<file path="config.mk">
export PLATFORM = sky130hd
export DESIGN_NAME = invaes_ctrl
export DESIGN_NICKNAME = d
export VERILOG_FILES = /design/src/rtl/invaes_ctrl_pkg.sv /design/src/rtl/invaes_ctrl_sync_edge.sv /design/src/rtl/invaes_ctrl.sv
export SDC_FILE = /design/constraint.sdc
export NUM_CORES = 1
export LEC_CHECK = 0
export ABC_AREA = 1
export CORE_MARGIN = 10
export CORE_UTILIZATION = 55
export CTS_BUF_LIST = sky130_fd_sc_hd__clkbuf_8
export CTS_CLUSTER_SIZE = 24
export DETAILED_ROUTE_END_ITERATION = 8
export PLACE_DENSITY = 0.83
export SYNTH_ARGS = -nofsm -noshare
export SYNTH_HDL_FRONTEND = slang
export SYNTH_SLANG_ARGS = --single-unit
</file>
<file path="constraint.sdc">
create_clock -name clk -period 3.59 [get_ports clk]
set_input_delay 0.359 -clock clk [delete_from_list [all_inputs] [get_ports clk]]
set_output_delay 0.359 -clock clk [all_outputs]
set_load 0.02 [all_outputs]
</file>
<file path="src/rtl/invaes_ctrl_pkg.sv">
// Shared types and constants for the inverse-AES round controller.
package invaes_ctrl_pkg;

    localparam int unsigned NROUNDS = 10;
    localparam int unsigned RND_W   = 4;

    localparam logic [RND_W-1:0] RND_LAST = RND_W'(NROUNDS);

    typedef enum logic [2:0] {
        S_IDLE   = 3'd0,
        S_LOAD   = 3'd1,
        S_EXPAND = 3'd2,
        S_INIT   = 3'd3,
        S_ROUNDS = 3'd4,
        S_FINAL  = 3'd5,
        S_DONE   = 3'd6
    } state_e;

    // Registered control strobes driven to the datapath and key store.
    typedef struct packed {
        logic key_ld;
        logic data_ld;
        logic kexp_en;
        logic kmem_we;
        logic addkey_only;
        logic round_en;
        logic final_rnd;
        logic out_we;
        logic done;
    } strobes_t;

endpackage

</file>
<file path="src/rtl/invaes_ctrl_sync_edge.sv">
// Two-flop synchronizer for the SPI load strobe plus falling-edge detector.
module invaes_sync_edge (
    input  logic clk,
    input  logic reset,
    input  logic async_i,
    output logic sync_o,
    output logic fall_o
);

    logic meta_q;
    logic sync_q;
    logic prev_q;

    // Synchronizer chain and one extra flop for edge detection.
    always_ff @(posedge clk) begin
        if (reset) begin
            meta_q <= 1'b0;
            sync_q <= 1'b0;
            prev_q <= 1'b0;
        end else begin
            meta_q <= async_i;
            sync_q <= meta_q;
            prev_q <= sync_q;
        end
    end

    assign sync_o = sync_q;
    assign fall_o = prev_q & ~sync_q;

endmodule

</file>
<file path="src/rtl/invaes_ctrl.sv">
// Sequencer for the inverse-AES core: key load, forward key expansion into
// the key store, then initial AddRoundKey and inverse rounds 9..0.
module invaes_ctrl
    import invaes_ctrl_pkg::*;
(
    input  logic             clk,
    input  logic             reset,
    input  logic             load,
    output logic             done,
    output logic [RND_W-1:0] rnd,
    output logic             key_ld,
    output logic             data_ld,
    output logic             kexp_en,
    output logic             kmem_we,
    output logic             addkey_only,
    output logic             round_en,
    output logic             final_rnd,
    output logic             out_we
);

    logic ld_s;
    logic start;

    state_e           state_q;
    logic [RND_W-1:0] rnd_q;
    strobes_t         st_q;

    invaes_sync_edge u_sync (
        .clk     (clk),
        .reset   (reset),
        .async_i (load),
        .sync_o  (ld_s),
        .fall_o  (start)
    );

    // Sequencer: state, round counter and strobes for the next cycle, all
    // registered. Defaults return to IDLE, which also covers abort and any
    // out-of-range count or state.
    always_ff @(posedge clk) begin
        if (reset) begin
            state_q <= S_IDLE;
            rnd_q   <= '0;
            st_q    <= '0;
        end else begin
            state_q <= S_IDLE;
            rnd_q   <= '0;
            st_q    <= '0;
            if (rnd_q <= RND_LAST && !(ld_s && state_q != S_IDLE)) begin
                case (state_q)
                    S_IDLE: begin
                        if (start) begin
                            state_q      <= S_LOAD;
                            st_q.key_ld  <= 1'b1;
                            st_q.data_ld <= 1'b1;
                            st_q.kmem_we <= 1'b1;
                        end
                    end
                    S_LOAD: begin
                        state_q      <= S_EXPAND;
                        rnd_q        <= RND_W'(1);
                        st_q.kexp_en <= 1'b1;
                        st_q.kmem_we <= 1'b1;
                    end
                    S_EXPAND: begin
                        if (rnd_q == RND_LAST) begin
                            state_q          <= S_INIT;
                            rnd_q            <= RND_LAST;
                            st_q.addkey_only <= 1'b1;
                        end else begin
                            state_q      <= S_EXPAND;
                            rnd_q        <= rnd_q + RND_W'(1);
                            st_q.kexp_en <= 1'b1;
                            st_q.kmem_we <= 1'b1;
                        end
                    end
                    S_INIT: begin
                        state_q       <= S_ROUNDS;
                        rnd_q         <= RND_LAST - RND_W'(1);
                        st_q.round_en <= 1'b1;
                    end
                    S_ROUNDS: begin
                        st_q.round_en <= 1'b1;
                        if (rnd_q == RND_W'(1)) begin
                            state_q        <= S_FINAL;
                            rnd_q          <= '0;
                            st_q.final_rnd <= 1'b1;
                            st_q.out_we    <= 1'b1;
                        end else begin
                            state_q <= S_ROUNDS;
                            rnd_q   <= rnd_q - RND_W'(1);
                        end
                    end
                    S_FINAL, S_DONE: begin
                        state_q   <= S_DONE;
                        st_q.done <= 1'b1;
                    end
                    default: ;
                endcase
            end
        end
    end

    assign rnd         = rnd_q;
    assign done        = st_q.done;
    assign key_ld      = st_q.key_ld;
    assign data_ld     = st_q.data_ld;
    assign kexp_en     = st_q.kexp_en;
    assign kmem_we     = st_q.kmem_we;
    assign addkey_only = st_q.addkey_only;
    assign round_en    = st_q.round_en;
    assign final_rnd   = st_q.final_rnd;
    assign out_we      = st_q.out_we;

endmodule

</file>
==> flow_metrics.tcl <==
set metrics [dict create \
    status "complete, no violations" \
    grt_antenna_before_repair 0 \
    fmax_mhz 554 \
    wl_per_cell_um 11.4 \
    cts_hold_repair.buffers 0 \
    drive_gt1_frac 0.230 \
    numCtsBuffers 3 \
    area_delta_synth_final_pct 20.6 \
    reg2reg_to "state_q[0]" \
    min_to "u_sync.sync_o" \
    fin_area_sq_um 1040 \
    rr_worst_depth 8 \
    cp_max_fo 7 \
    synth_edf_count 0 \
    layout.nets 130 \
    post_cts_buffers 0 \
    seq_area_frac_synth 0.394 \
    post_cts_resized 0 \
    vdd_drop_max_uv 295 \
    worstHoldStart "u_sync.meta_q" \
    diodes 0 \
    layout_min_cycle_time_ns 1.81 \
    row_count 14 \
    yosys.area.top_type_share 0.394 \
    rrSetupSlack_ns 1.98 \
    max-slew-margin-rel 0.770 \
    drcViolationCount 0 \
    ys.flop_type "dfxtp_1" \
    dieArea_sq_um 3560 \
    wl_mm 1.58 \
    largest_register_ff_count 4 \
    syn_area_per_cell_sq_um 8.08 \
    num_vias 699 \
    initialDrtViolationCount 19 \
    grt_usage 0.0999 \
    cp.required_ns 3.23 \
    power.density_nw_per_um2 335 \
    synthArstFlopShare 0 \
    die_x_um 59.6 \
    grt-ovfl-total 0 \
    clock_skew_ns 0.00153 \
    synth-seq-cells 17 \
    cp-start-kind "flop" \
    finalHoldViolations 0 \
    h-tree-depth 1 \
    synth.distinct_cells 23 \
    cts_max_path_buffers 2 \
    yosys_warnings 0 \
    total_power_uw 349 \
    cts_root_buf "clkbuf_8" \
    layout.cells.non_filler 138 \
    grt_pass1_wl_mm 2.86 \
    cts_sinks 17 \
    grt_pass1_vias 700 \
    synthTopCellsByArea "dfxtp_1, nand2_1, inv_1" \
    worstSetupPathType "flop to primary output" \
    yosys.area.top_type "dfxtp_1" \
    cp_slowest_cell "clkdlybuf4s50_1" \
    synth_nets 114 \
    hpwlAfterDp_mm 1.26 \
    grt_max_degree 13 \
    cpPeakStageDelay_ns 0.68 \
    fin_crit_sh 0.503 \
    r2r_start "rnd[0]" \
    cp_num_buf_inv 1 \
    rsz0062_at_grt "false" \
    hold_depth 2 \
    maxCapViolations 0 \
    p_leak_uw 0.000457 \
    setup_viol 0 \
    drt-pass1-iter-count 4 \
    end_kind "primary output" \
    crit_chain "clkdlybuf4s50_1" \
    dpl.cell_count 134 \
    nFillCells 116 \
    critPathArrivalTime_ns 1.45 \
    port_buffers 15 \
    maxSlewViolCount 0 \
    pin_count 16 \
    path_clk_slew_ns 0.06 \
    cts_tree "yes" \
    syn_area_sq_um 865 \
    vias_per_cell 5.07 \
    cpLargestDelayFamily "buffers and inverters" \
    syn_inst 107 \
    tightest_slew_ns 0.345 \
    die_h_um 59.6 \
    post_dp_cell_area_sq_um 997 \
    synthTopCellsByCount "dfxtp_1, nand2_1, inv_1, nand3_1, nor2_2" \
    gp_congestion 0.827 \
    hp-class "flop to flop" \
    clock_latency_ns 0.24 \
    tns_ns 0 \
    initial_core_util 0.581 \
    drtAntennaViolNets 0 \
    core_area_sq_um 1490 \
]
## through the flow
stage / util / worst slack [ns] / hold WS [ns]
2_1_floorplan: - / 2.16 / 0.388
3_3_place_gp: 0.670 / 2.05 / 0.399
3_5_place_dp: 0.670 / 1.98 / 0.401
4_1_cts: 0.700 / 1.76 / 0.411
5_1_grt: 0.700 / 1.72 / 0.432
6_report: 0.700 / 1.78 / 0.408
## final cells by class
| type | count | area [sq um] | area share |
|---|---|---|---|
| timing repair buffer | 15 | 150 | 0.144 |
| clock buffer | 3 | 41.3 | 0.0396 |
| multi-input combinational | 67 | 414 | 0.397 |
| tap | 16 | 20.0 | 0.0192 |
| sequential | 17 | 340 | 0.327 |
| clock inverter | 1 | 3.75 | 0.00360 |
| inverter | 19 | 72.6 | 0.0696 |
## layer usage
metal / global-route usage / wire, um / vias to the layer above
met5: 0 / 0 / -
met4: 0.0353 / 32 / 0
met3: 0.0536 / 147 / 6
met2: 0.162 / 731 / 24
met1: 0.107 / 663 / 311
li1: - / - / 358
## placed cells by master, fill, tap and decap left out, drive strengths merged
master,synthesis,final
nand4,2,2
xor2,2,2
ha,4,4
inv,18,19
nor3,1,1
o21ai,3,3
a21oi,6,6
dfxtp,17,17
clkbuf,0,3
clkdlybuf4s50,0,15
nand3,11,11
clkinv,1,1
nor2,17,17
nand2,21,21
## worst max path at each step
stage,endpoint,cells after the start,startpoint
2_1_floorplan,rnd[3],7,rnd[0]
3_3_place_gp,rnd[2],1,rnd[2]
3_5_place_dp,state_q[0],8,rnd[0]
4_1_cts,rnd[2],1,rnd[2]
5_1_grt,rnd[2],1,rnd[2]
6_report,rnd[2],1,rnd[2]
## logic make-up after synthesis
family,after synthesis,share of synthesized area
DFF,17,0.394
buffers and inverters,23,0.127
and+or+nand+nor,52,0.327
xor gates and xnor gates,2,0.0203
adders and majority gates,4,0.0579
AOI/OAI and AO/OA,9,0.0738
## where the power goes
part / internal (uW) / leakage (uW) / total (uW) / switching [uW]
registers: 192 / 0.000138 / 194 / 2.51
clock network: 75.6 / 0.0000269 / 131 / 55.3
logic: 9.53 / 0.000292 / 23.7 / 14.2
Power figures use the tool's default switching activity.
